==> src/rtl/alu_seq.sv <==
`default_nettype none
// ============================================================================
//  Module      : alu_seq
//  Description : Initiator-side sequencer for an 8-bit combinational ALU.
//                Builds 2*DW-bit add/sub/logic/eq operations out of one to
//                three ALU passes (low bytes, high bytes, optional carry or
//                borrow fix-up on the high byte). Narrow requests use one
//                pass on the low bytes.
//  Optional    : `define ALU_SEQ_WIDE_LT_EN adds wide unsigned less-than
//                (high-lt, high-eq, low-lt passes).
//  Ports       : clk, reset           - clock, async active-high reset
//                req_valid/req_ready  - request handshake (ready only in IDLE)
//                req_op/req_wide      - opcode (ALU encoding), 16/8-bit select
//                req_a/req_b          - operands, 2*DW bits
//                rsp_valid/rsp_ready  - response handshake
//                rsp_rslt/rsp_flag    - result and carry/borrow/compare flag
//                rsp_err              - wide request with unsupported opcode
//                alu_cmd/alu_inA/alu_inB/alu_sc_i - drive to ALU
//                alu_rslt/alu_one     - result and branch flag from ALU
//  Revision    : 1.0 - initial release
// ============================================================================
module alu_seq #(
    parameter int DW = 8
) (
    input  logic            clk,
    input  logic            reset,
    input  logic            req_valid,
    output logic            req_ready,
    input  logic [3:0]      req_op,
    input  logic            req_wide,
    input  logic [2*DW-1:0] req_a,
    input  logic [2*DW-1:0] req_b,
    output logic            rsp_valid,
    input  logic            rsp_ready,
    output logic [2*DW-1:0] rsp_rslt,
    output logic            rsp_flag,
    output logic            rsp_err,
    output logic [3:0]      alu_cmd,
    output logic [DW-1:0]   alu_inA,
    output logic [DW-1:0]   alu_inB,
    output logic            alu_sc_i,
    input  logic [DW-1:0]   alu_rslt,
    input  logic            alu_one
);

    // ALU opcodes
    localparam logic [3:0] c_op_add = 4'b0000;
    localparam logic [3:0] c_op_sub = 4'b0001;
    localparam logic [3:0] c_op_nor = 4'b0111;
    localparam logic [3:0] c_op_xor = 4'b1000;
    localparam logic [3:0] c_op_and = 4'b1001;
    localparam logic [3:0] c_op_or  = 4'b1010;
    localparam logic [3:0] c_op_eq  = 4'b1101;
    localparam logic [3:0] c_op_lt  = 4'b1110;

    // Sequencer states
    localparam logic [2:0] c_st_idle  = 3'd0;
    localparam logic [2:0] c_st_lo    = 3'd1;
    localparam logic [2:0] c_st_hi    = 3'd2;
    localparam logic [2:0] c_st_fix   = 3'd3;
    localparam logic [2:0] c_st_done  = 3'd4;
`ifdef ALU_SEQ_WIDE_LT_EN
    localparam logic [2:0] c_st_hi_lt = 3'd5;
    localparam logic [2:0] c_st_hi_eq = 3'd6;
    localparam logic [2:0] c_st_lo_lt = 3'd7;
`endif

    localparam logic [DW-1:0] c_one = {{(DW-1){1'b0}}, 1'b1};

    logic [2:0]      r_state;
    logic [3:0]      r_op;
    logic            r_wide;     // wide request with a wide-capable opcode
    logic            r_err;
    logic [2*DW-1:0] r_a;
    logic [2*DW-1:0] r_b;
    logic            r_carry;    // low-byte carry (add) or borrow (sub)
    logic [DW-1:0]   r_rslt_lo;
    logic [DW-1:0]   r_rslt_hi;
    logic            r_one_lo;
    logic            r_one_hi;

    logic [DW-1:0]   w_a_lo;
    logic [DW-1:0]   w_a_hi;
    logic [DW-1:0]   w_b_lo;
    logic [DW-1:0]   w_b_hi;
    logic            w_cmp_op;
    logic            w_arith_op;

    function automatic logic wide_supported(input logic [3:0] op);
        case (op)
            c_op_add, c_op_sub, c_op_nor, c_op_xor,
            c_op_and, c_op_or, c_op_eq: wide_supported = 1'b1;
`ifdef ALU_SEQ_WIDE_LT_EN
            c_op_lt:                    wide_supported = 1'b1;
`endif
            default:                    wide_supported = 1'b0;
        endcase
    endfunction

    assign w_a_lo     = r_a[DW-1:0];
    assign w_a_hi     = r_a[2*DW-1:DW];
    assign w_b_lo     = r_b[DW-1:0];
    assign w_b_hi     = r_b[2*DW-1:DW];
    // alu_one is only meaningful for compare opcodes; it is masked otherwise
    assign w_cmp_op   = (r_op == c_op_eq) || (r_op == c_op_lt);
    assign w_arith_op = (r_op == c_op_add) || (r_op == c_op_sub);

    assign req_ready = (r_state == c_st_idle);
    assign rsp_valid = (r_state == c_st_done);
    assign rsp_rslt  = {r_rslt_hi, r_rslt_lo};
    assign rsp_err   = r_err;
    assign alu_sc_i  = 1'b0;

    // Flag derived from latched operands and captured results only, so it
    // stays stable for the whole DONE phase.
    always_comb begin
        rsp_flag = 1'b0;
        case (r_op)
            // a modular sum smaller than an addend means a carry out
            c_op_add: rsp_flag = r_wide ? ({r_rslt_hi, r_rslt_lo} < r_a)
                                        : (r_rslt_lo < w_a_lo);
            c_op_sub: rsp_flag = r_wide ? (r_a < r_b) : (w_a_lo < w_b_lo);
            c_op_eq:  rsp_flag = r_wide ? (r_one_lo & r_one_hi) : r_one_lo;
            c_op_lt:  rsp_flag = r_one_lo;
            default:  rsp_flag = 1'b0;
        endcase
    end

    // ALU drive
    always_comb begin
        alu_cmd = c_op_add;
        alu_inA = '0;
        alu_inB = '0;
        case (r_state)
            c_st_lo: begin
                alu_cmd = r_op;
                alu_inA = w_a_lo;
                alu_inB = w_b_lo;
            end
            c_st_hi: begin
                alu_cmd = r_op;
                alu_inA = w_a_hi;
                alu_inB = w_b_hi;
            end
            c_st_fix: begin
                // propagate the low-byte carry (+1) or borrow (-1)
                alu_cmd = (r_op == c_op_sub) ? c_op_sub : c_op_add;
                alu_inA = r_rslt_hi;
                alu_inB = c_one;
            end
`ifdef ALU_SEQ_WIDE_LT_EN
            c_st_hi_lt: begin
                alu_cmd = c_op_lt;
                alu_inA = w_a_hi;
                alu_inB = w_b_hi;
            end
            c_st_hi_eq: begin
                alu_cmd = c_op_eq;
                alu_inA = w_a_hi;
                alu_inB = w_b_hi;
            end
            c_st_lo_lt: begin
                alu_cmd = c_op_lt;
                alu_inA = w_a_lo;
                alu_inB = w_b_lo;
            end
`endif
            default: begin
                alu_cmd = c_op_add;
                alu_inA = '0;
                alu_inB = '0;
            end
        endcase
    end

    always_ff @(posedge clk or posedge reset) begin
        if (reset) begin
            r_state   <= c_st_idle;
            r_op      <= 4'b0000;
            r_wide    <= 1'b0;
            r_err     <= 1'b0;
            r_a       <= '0;
            r_b       <= '0;
            r_carry   <= 1'b0;
            r_rslt_lo <= '0;
            r_rslt_hi <= '0;
            r_one_lo  <= 1'b0;
            r_one_hi  <= 1'b0;
        end else begin
            case (r_state)
                c_st_idle: begin
                    if (req_valid) begin
                        r_op      <= req_op;
                        r_a       <= req_a;
                        r_b       <= req_b;
                        r_wide    <= req_wide & wide_supported(req_op);
                        r_err     <= req_wide & ~wide_supported(req_op);
                        r_carry   <= 1'b0;
                        // high half stays zero for narrow/unsupported requests
                        r_rslt_hi <= '0;
                        r_one_hi  <= 1'b0;
                        r_state   <= c_st_lo;
                    end
                end
                c_st_lo: begin
                    r_rslt_lo <= alu_rslt;
                    r_one_lo  <= w_cmp_op & alu_one;
                    if (r_op == c_op_add) begin
                        r_carry <= (alu_rslt < w_a_lo);
                    end else if (r_op == c_op_sub) begin
                        r_carry <= (w_a_lo < w_b_lo);
                    end else begin
                        r_carry <= 1'b0;
                    end
                    if (!r_wide) begin
                        r_state <= c_st_done;
`ifdef ALU_SEQ_WIDE_LT_EN
                    end else if (r_op == c_op_lt) begin
                        r_state <= c_st_hi_lt;
`endif
                    end else begin
                        r_state <= c_st_hi;
                    end
                end
                c_st_hi: begin
                    r_rslt_hi <= alu_rslt;
                    r_one_hi  <= w_cmp_op & alu_one;
                    r_state   <= (w_arith_op && r_carry) ? c_st_fix : c_st_done;
                end
                c_st_fix: begin
                    r_rslt_hi <= alu_rslt;
                    r_state   <= c_st_done;
                end
                c_st_done: begin
                    if (rsp_ready) begin
                        r_state <= c_st_idle;
                    end
                end
`ifdef ALU_SEQ_WIDE_LT_EN
                // Final lt flag is kept in r_one_lo and mirrored in bit 0
                // of the result.
                c_st_hi_lt: begin
                    if (alu_one) begin
                        r_one_lo  <= 1'b1;
                        r_rslt_lo <= c_one;
                        r_state   <= c_st_done;
                    end else begin
                        r_state   <= c_st_hi_eq;
                    end
                end
                c_st_hi_eq: begin
                    if (!alu_one) begin
                        r_one_lo  <= 1'b0;
                        r_rslt_lo <= '0;
                        r_state   <= c_st_done;
                    end else begin
                        r_state   <= c_st_lo_lt;
                    end
                end
                c_st_lo_lt: begin
                    r_one_lo  <= alu_one;
                    r_rslt_lo <= {{(DW-1){1'b0}}, alu_one};
                    r_state   <= c_st_done;
                end
`endif
                default: begin
                    r_state <= c_st_idle;
                end
            endcase
        end
    end

endmodule
`default_nettype wire

==> config.mk <==
export PLATFORM = sky130hd
export DESIGN_NAME = alu_seq
export DESIGN_NICKNAME = d
export VERILOG_FILES = /design/src/rtl/alu_seq.sv
export SDC_FILE = /design/constraint.sdc
export NUM_CORES = 1
export LEC_CHECK = 0
export BUFFER_PORTS_ARGS = -buffer_cell sky130_fd_sc_hd__buf_2
export CORE_ASPECT_RATIO = 1.75
export CORE_UTILIZATION = 56
export CTS_BUF_LIST = sky130_fd_sc_hd__clkbuf_4 sky130_fd_sc_hd__clkbuf_8
export DETAILED_ROUTE_END_ITERATION = 10
export PLACE_DENSITY = 0.83
export SYNTH_ARGS = -nofsm -noshare
export SYNTH_HDL_FRONTEND = slang
export SYNTH_SLANG_ARGS = --single-unit
==> constraint.sdc <==
create_clock -name clk -period 3.05 [get_ports clk]
set_clock_uncertainty 0.2 [all_clocks]
set_input_delay 0.7625 -clock clk [delete_from_list [all_inputs] [get_ports clk]]
set_output_delay 0.7625 -clock clk [all_outputs]
set_load 0.01 [all_outputs]
==> results.toml, run 1 <==
[status]
status = "finished clean"

[placement]
portBuffers = 89
dp.final_hpwl_um = 7560
gp_congestion = 0.913

[floorplan]
die-area_um2 = 6910
start_util_pct = 58.6
dieHeight_um = 109
die_w_um = 63.3
placementRows = 38
design.core.area_um2 = 6280
pin_count = 91

[synthesis]
synth_top_area_share_pct = 40.8
syn_inst = 430
yosysSeqAreaShare_pct = 40.8
ys_warn_count = 0
avgSynthCellArea_um2 = 8.55
ys_types = 44
synth_area_leaders = "dfrtp_1 41%, ha_1 13%, nand2_1 9.5%, o21ai_0 7.9%, inv_1 3.8%"
synth_nets = 517
synth_edf_count = 0
synth_common_cells = "93 x nand2_1, 60 x dfrtp_1, 58 x o21ai_0, 37 x ha_1, 37 x inv_1"
yosysMostFrequentCell = "nand2_1"
synthArstFlopShare_pct = 100
synth_area_um2 = 3680
yosysTopAreaCell = "dfrtp_1"
synth_ff_type = "dfrtp_1"
synth_seq_cells = 60

[finish]
syn2layout_area_growth_pct = 23.7
antennaDiodeCount = 0
drive_gt1_share_pct = 29.0
final_nets = 607
final_core_util_pct = 72.5

[sta]
finalSetupViolCount = 0
slew-limit-headroom_pct = 56.2
tightest_slew_ns = 0.655
fmax_ghz = 0.336
hold_viol = 0
period_share_pct = 97.7
slew_viol_final = 0
finalCriticalPeriod_ns = 2.98
holdWs_ns = 0.288

[detailed_routing]
drtIter0Drc = 241
vias = 3449
routedWlPerCell_um = 17.1
antenna_left = 0
vias_per_cell = 5.70
drc = 0
drt_first_pass_iters = 5
wl_um = 10300

[grt]
grt_pass1_wl_um = 16100
grt-ovfl-total = 0
antenna_found_initial = 0
grtUsageTotal_pct = 31.1
grt_max_degree = 44
grt_pass1_vias = 3407

[critical_path]
rr_startpoint = "r_state[0]$_DFFE_PP0P_"
timing.rr.end = "r_a[12]$_DFFE_PP0P_"
path_class = "flip-flop to output port"
startpoint_type = "flip-flop"
crit_path_max_fanout = 3
end_kind = "output port"
cp.arrival_ns = 2.02
r2r_cells = 7
cp.required_ns = 2.09
r2r_slack_ns = 0.65

[power_and_ir_drop]
ir_drop_mv = 0.580
total_power_w = 0.00460
power_density_nw_per_um2 = 1010
p_leak_nw = 2.29

[clocking]
cts_buffers = 9
cts_tree = "yes"
postCtsHoldBufs = 0
cts_root_buffer = "clkbuf_8"
clock_latency_ns = 0.35
cts.path.max_buffers = 2
cts_htree_levels = 3
clk_pin_slew_ns = 0.07
cts_sinks = 60

[min_path]
hp-class = "input pin to asynchronous set/reset pin"

[run]
maxCapViolCount = 0
## routing by layer
layer / up-vias / track usage, % / part of all wire (%) / wire length, um
met4: 0 / 15.7 / 3.1 / 325
li1: 1649 / - / - / -
met1: 1644 / 34.6 / 39 / 4030
met2: 128 / 56.5 / 53 / 5450
met5: - / 0 / 0 / 0
met3: 28 / 4.92 / 5.1 / 526
## flip-flops by register name (all words and copies together), names as in the netlist
signal     count
r_rslt_hi      8
r_a           16
r_rslt_lo      8
rsp_err        1
r_b           16
r_one_lo       1
r_one_hi       1
r_op           4
r_state        3
r_wide         1
r_carry        1
## what timing repair did
action                     4_1_cts  5_1_grt
setup endpoints to repair        0        1
setup buffers                    0        2
gates resized for setup          0       29
## area by class of cell
type                       count  area, um2
tap                           80        100
fill                         513       1730
clock inverter                 1       5.00
clock buffer                  15        188
timing repair buffer         102        568
multi-input combinational    310       2050
sequential                    60       1500
inverter                      37        139
## kinds of logic after synthesis
| kind of cell | after synthesis | synth area share [%] |
|---|---|---|
| adder cells (fa/ha/maj) | 37 | 12.6 |
| AO/OA/AOI/OAI | 114 | 18.5 |
| AND/OR/NAND/NOR | 150 | 18.4 |
| buffers and inverters | 60 | 7.25 |
| flip-flops | 60 | 40.8 |
| multiplexers | 7 | 2.11 |
| other | 1 | 0.102 |
| XOR/XNOR | 1 | 0.238 |
## how the worst max path moves through the flow
stage	startpoint	endpoint	depth (start not counted)
after global routing	r_a[13]$_DFFE_PP0P_	rsp_flag	7
after global placement	r_a[11]$_DFFE_PP0P_	rsp_flag	7
after CTS	r_a[14]$_DFFE_PP0P_	rsp_flag	8
final	r_a[15]$_DFFE_PP0P_	rsp_flag	8
after detailed placement	r_a[2]$_DFFE_PP0P_	rsp_flag	8
after floorplan	reset	r_a[0]$_DFFE_PP0P_	1
## power by group
group          leakage, nW  switching, W  internal (W)
registers            0.755      0.000361       0.00115
clock network        0.104      0.000309      0.000388
logic                 1.43       0.00138       0.00101
## through the flow
step | TNS, ns | setup WS (ns) | instances | area (um2)
finish | 0 | 0.0695 | 605 | 4550
global route | -0.0248 | -0.0248 | 605 | 4550
CTS | 0 | 0.0313 | 603 | 4400
detailed placement | 0 | 0.411 | 587 | 4200
global placement | 0 | 0.424 | 587 | 4200
floorplan | 0 | 0.603 | 430 | 3680
## cells in the final DEF, fill, tap and decap left out, drive strengths merged, types with 2 or more instances in the layout
| cell type | count |
|---|---|
| o21ai | 58 |
| buf | 102 |
| clkbuf | 15 |
| o211a | 2 |
| nor4b | 3 |
| inv | 37 |
| a21oi | 18 |
| o211ai | 4 |
| nand2b | 4 |
| o22ai | 3 |
| and2 | 4 |
| nand4 | 7 |
| dfrtp | 60 |
| a21o | 4 |
| nand2 | 93 |
| nand3 | 5 |
| a31oi | 3 |
| nor2b | 3 |
| nor3 | 2 |
| a22oi | 16 |
| nor2 | 25 |
| ha | 37 |
| mux2 | 6 |
| a211oi | 2 |
## worst max-delay path, stage by stage (launching register included)
cell and delay (ns):
dfrtp_1 0.42, inv_1 0.13, ha_4 0.22, a21oi_2 0.11, o21ai_1 0.08, a22oi_1 0.19
nand3b_1 0.10, o211ai_1 0.23, buf_2 0.17
Power figures use the tool's default switching activity.
==> inputs of run 2 (changes only) <==
--- a/config.mk
+++ b/config.mk
@@ -6,6 +6,7 @@
 export NUM_CORES = 1
 export LEC_CHECK = 0
 export BUFFER_PORTS_ARGS = -buffer_cell sky130_fd_sc_hd__buf_2
+export CAP_MARGIN = 20
 export CORE_ASPECT_RATIO = 1.75
 export CORE_UTILIZATION = 56
 export CTS_BUF_LIST = sky130_fd_sc_hd__clkbuf_4 sky130_fd_sc_hd__clkbuf_8
==> constraint.sdc (replaced) <==
create_clock -name clk -period 3.05 [get_ports clk]
set_clock_uncertainty 0.2 [all_clocks]
set_input_delay 0.7625 -clock clk [delete_from_list [all_inputs] [get_ports clk]]
set_output_delay 0.7625 -clock clk [all_outputs]
set_load 0.005 [all_outputs]
==> results.toml, run 2 (synthesized netlist as in run 1, its figures left out) <==
[clocking]
clk_pin_slew_ns = 0.06
cts_tree = "yes"
cts_htree_levels = 3
cts_sinks = 60
clock_latency_ns = 0.36
cts.path.max_buffers = 2
cts_buffers = 9
cts_root_buffer = "clkbuf_8"
postCtsHoldBufs = 0

[detailed_routing]
drt_first_pass_iters = 4
wl_um = 10100
wl_met1_um = 4060
vias = 3435
antenna_left = 0
wl_met3_um = 419
dr_wl_met2_um = 5310
drtIter0Drc = 201
vias_per_cell = 5.64
routedWlPerCell_um = 16.5
drc = 0
topRoutingLayerUsed = "met4"

[critical_path]
r2r_cells = 4
cp.arrival_ns = 2.10
crit_path_max_fanout = 5
path_class = "flip-flop to output port"
cp.required_ns = 2.09
end_kind = "output port"
r2r_slack_ns = 0.91
timing.rr.end = "r_b[0]$_DFFE_PP0P_"
rr_startpoint = "r_state[2]$_DFFE_PP0P_"
startpoint_type = "flip-flop"

[sta]
finalSetupViolCount = 1
tightest_slew_ns = 0.666
fin_ws_ns = -0.00897
slew_viol_final = 0
holdWs_ns = 0.306
slew-limit-headroom_pct = 55.5
hold_viol = 0
period_share_pct = 100
fmax_ghz = 0.327
finalCriticalPeriod_ns = 3.06

[grt]
grt-ovfl-total = 0
grt_pass1_wl_um = 16000
grtUsageTotal_pct = 31.2
antenna_found_initial = 0
grt_max_degree = 57
grt_pass1_vias = 3353

[min_path]
hp-class = "input pin to asynchronous set/reset pin"

[power_and_ir_drop]
p_sw_share_pct = 43.2
internal_power_w = 0.00251
p_leak_nw = 2.30
p_comb_share_pct = 50.8
ir_drop_mv = 0.610
net-switching-power_w = 0.00191
power.share.clock_pct = 15.7
pwr-share-seq_pct = 33.5
power_density_nw_per_um2 = 975

[finish]
multiInputGateArea_um2 = 2000
final_nets = 611
final_common_cell = "nand2_1"
seq_area_um2 = 1500
antennaDiodeCount = 0
drive_gt1_share_pct = 28.0
nFillCells = 499
final_cell_mix = "93 x nand2_1, 89 x buf_2, 59 x dfrtp_1, 53 x o21ai_0"
design_area_um2 = 4530
syn2layout_area_growth_pct = 23.1
final_cells = 609
reg.largest.list = "r_a (16), r_b (16)"

[status]
violations = "setup timing"
status = "finished, violations left"

[placement]
gp_congestion = 0.891
portBuffers = 89
placed_cell_area_um2 = 4200
dp.cells = 587
dp.final_hpwl_um = 7510

[floorplan]
start_util_pct = 58.6
design.core.area_um2 = 6280
die_w_um = 63.3
dieHeight_um = 109
die-area_um2 = 6910
pin_count = 91
placementRows = 38

[run]
maxCapViolCount = 0
## run 2: changes by cell type in the layout (fill, tap and decap cells not counted)
| cell | before | now |
|---|---|---|
| ha_4 | 7 | 5 |
| ha_1 | 30 | 32 |
| a31oi_2 | 2 | 1 |
| o21ai_0 | 52 | 53 |
| a21oi_2 | 6 | 2 |
| a31oi_1 | 1 | 2 |
| o21ai_2 | 2 | 1 |
| a21oi_1 | 12 | 16 |
| buf_4 | 11 | 15 |
## run 2: power by group through the flow
stage	clock network [W]	registers, W	logic [W]
final	0.000693	0.00148	0.00224
after global routing	0.000731	0.00152	0.00251
after CTS	0.000697	0.00146	0.00208
after detailed placement	0	0.00147	0.00206
after global placement	0	0.00145	0.00200
after floorplan	0	0.00137	0.00142
## run 2: layout make-up
| class | count | area share (%) |
|---|---|---|
| tap | 80 | 2.21 |
| sequential | 60 | 33.2 |
| inverter | 37 | 3.07 |
| multi-input combinational | 310 | 44.1 |
| clock inverter | 1 | 0.111 |
| timing repair buffer | 106 | 13.2 |
| clock buffer | 15 | 4.14 |
## run 2: stage by stage
| step | utilization (%) | setup TNS (ns) | total power (W) | setup slack, ns |
|---|---|---|---|---|
| 2_1_floorplan | - | 0 | 0.00279 | 0.603 |
| 3_3_place_gp | 67.0 | 0 | 0.00345 | 0.434 |
| 3_5_place_dp | 67.0 | 0 | 0.00353 | 0.402 |
| 4_1_cts | 70.1 | 0 | 0.00424 | 0.00344 |
| 5_1_grt | 72.1 | -0.0868 | 0.00476 | -0.0868 |
| 6_report | 72.1 | -0.00897 | 0.00442 | -0.00897 |
## run 2: worst max-delay path by stage
stage | start | endpoint | slack [ns] | cells after the start
floorplan | reset | r_a[0]$_DFFE_PP0P_ | 0.60 | 1
global placement | r_a[15]$_DFFE_PP0P_ | rsp_flag | 0.43 | 8
detailed placement | r_a[15]$_DFFE_PP0P_ | rsp_flag | 0.40 | 8
CTS | r_a[15]$_DFFE_PP0P_ | rsp_flag | 0.003 | 8
global route | r_op[1]$_DFFE_PP0P_ | rsp_flag | -0.09 | 6
finish | r_op[1]$_DFFE_PP0P_ | rsp_flag | -0.009 | 6
## run 2: worst max-delay path, stage by stage, from the launching register on
cell,delay [ns]
dfrtp_1,0.43
nor4b_1,0.55
o211ai_1,0.19
a21oi_1,0.23
o22ai_1,0.10
o211ai_1,0.10
buf_2,0.15
## run 2: per-layer routing
metal  track usage, %  up-vias
li1                 -     1659
met1             35.0     1648
met2             55.1      107
met3             5.65       21
met4             17.7        0
met5                0        -
## run 2: repair_timing
item,in CTS,in global routing
buffers inserted,0,6
endpoints found under the setup margin,0,1
resized for setup,0,20
==> inputs of run 3 (changes only) <==
--- a/config.mk
+++ b/config.mk
@@ -11,7 +11,7 @@
 export CORE_UTILIZATION = 56
 export CTS_BUF_LIST = sky130_fd_sc_hd__clkbuf_4 sky130_fd_sc_hd__clkbuf_8
 export DETAILED_ROUTE_END_ITERATION = 10
-export PLACE_DENSITY = 0.83
+export PLACE_DENSITY = 0.87
 export SYNTH_ARGS = -nofsm -noshare
 export SYNTH_HDL_FRONTEND = slang
 export SYNTH_SLANG_ARGS = --single-unit
==> results.toml, run 3 (synthesized netlist as in run 1, its figures left out) <==
[status]
status = "finished, violations left"
violations = "setup timing"

[finish]
antennaDiodeCount = 0
reg.largest.list = "r_a (16), r_b (16)"
final_cells = 609
drive_gt1_share_pct = 28.5
final_common_cell = "nand2_1"
final_nets = 611
final_core_util_pct = 72.3
syn2layout_area_growth_pct = 23.4
final_cell_mix = "93 x nand2_1, 89 x buf_2, 59 x dfrtp_1, 55 x o21ai_0, 33 x inv_1"

[sta]
hold_viol = 0
period_share_pct = 100
setup-tns-final_ns = -0.00476
finalCriticalPeriod_ns = 3.05
fin_ws_ns = -0.00476
tightest_slew_ns = 0.686
slew_viol_final = 0
slew-limit-headroom_pct = 54.1
fmax_ghz = 0.327
finalSetupViolCount = 1

[detailed_routing]
drt_first_pass_iters = 5
antenna_left = 0
vias_per_cell = 5.71
routedWlPerCell_um = 17.1
drc = 0
wl_um = 10400
drtIter0Drc = 215
vias = 3478

[clocking]
postCtsHoldBufs = 0
cts_buffers = 9
cts_tree = "yes"
cts.path.max_buffers = 2
clock_latency_ns = 0.36
clk_pin_slew_ns = 0.07
cts_sinks = 60
cts_htree_levels = 3
cts_root_buffer = "clkbuf_8"

[critical_path]
cp.required_ns = 2.09
path_class = "flip-flop to output port"
rr_startpoint = "r_state[0]$_DFFE_PP0P_"
r2r_cells = 5
crit_slowest_cell = "dfrtp_1"
startpoint_type = "flip-flop"
r2r_slack_ns = 0.75
cp_slowest_stage_delay_ns = 0.40
cp.arrival_ns = 2.09
cp_cell_sequence = "ha_1 -> o21ai_0 -> o21ai_0 -> a21oi_2 -> o22ai_1 -> o211ai_1 -> buf_2"
crit_buf_inv = 1
crit_family = "compound AO/OA/AOI/OAI gates"
crit_path_max_fanout = 2
timing.rr.end = "r_rslt_hi[5]$_DFFE_PP0P_"
end_kind = "output port"
crit_top_cell = "o21ai_0"

[placement]
gp_congestion = 0.896
portBuffers = 89
dp.cells = 591
dp.final_hpwl_um = 7830
pre_cts_slack_ns = 0.333

[min_path]
hp-class = "input pin to asynchronous set/reset pin"

[grt]
busiest_layer = "met2"
met3_usage_pct = 6.38
grtUsageMet1_pct = 33.6
grt_pass1_vias = 3514
grtUsageTotal_pct = 31.8
use_met2_pct = 56.6
grt_pass1_wl_um = 16300
grt_max_degree = 43
grt-ovfl-total = 0
antenna_found_initial = 0

[floorplan]
start_util_pct = 58.6
die_w_um = 63.3
design.core.area_um2 = 6280
placementRows = 38
dieHeight_um = 109
pin_count = 91
die-area_um2 = 6910

[power_and_ir_drop]
p_leak_nw = 2.31
power_density_nw_per_um2 = 992
ir_drop_mv = 0.545
total_power_w = 0.00450

[run]
maxCapViolCount = 0
run 3: cell count changes in the layout (fill, tap and decap cells not counted), sizes merged:
| cell | delta |
|---|---|
| clkbuf | -4 |
| clkinv | +3 |
| bufinv | +1 |
run 3: timing repair:
action                                  4_1_cts  5_1_grt
pin swaps                                     0        4
gates resized for setup                       2       19
buffers inserted                              0        2
endpoints found under the setup margin        1        1
run 3: worst reg2reg max path: stages, from the launching register on:
cell and delay (ns):
dfrtp_1 0.55, buf_4 0.26, nor3_2 0.20, and2_2 0.49, buf_4 0.32, o21ai_0 0.14
run 3: area by class of cell:
type,instances,area (um2)
clock inverter,5,50.0
tap,80,100
clock buffer,11,151
sequential,60,1500
timing repair buffer,106,586
fill,531,1740
inverter,37,139
multi-input combinational,310,2010
run 3: stage by stage:
stage                     cell area (um2)  hold WS (ns)
after floorplan                      3680         0.251
after global routing                 4540         0.239
after CTS                            4420         0.213
after global placement               4220         0.273
after detailed placement             4220         0.288
final                                4540         0.203
run 3: worst max path at each step:
stage | from | endpoint | slack, ns | cells after the start
final | r_a[2]$_DFFE_PP0P_ | rsp_flag | -0.005 | 7
after floorplan | reset | r_a[0]$_DFFE_PP0P_ | 0.60 | 1
after CTS | r_op[1]$_DFFE_PP0P_ | rsp_flag | 0.02 | 7
after global placement | r_op[1]$_DFFE_PP0P_ | rsp_flag | 0.33 | 7
after detailed placement | r_a[15]$_DFFE_PP0P_ | rsp_flag | 0.33 | 8
after global routing | r_a[14]$_DFFE_PP0P_ | rsp_flag | -0.06 | 7
run 3: report_power, final:
part	total [W]	internal [W]	leakage, nW	switching, W
sequential	0.00151	0.00115	0.755	0.000360
combinational	0.00226	0.000978	1.44	0.00128
clock	0.000735	0.000415	0.109	0.000320
total	0.00450	0.00254	2.31	0.00196
run 3: layer usage:
layer,vias up,share of wire [%]
met5,-,0
met3,24,4.7
met1,1667,38
met4,0,3.3
li1,1656,-
met2,131,54
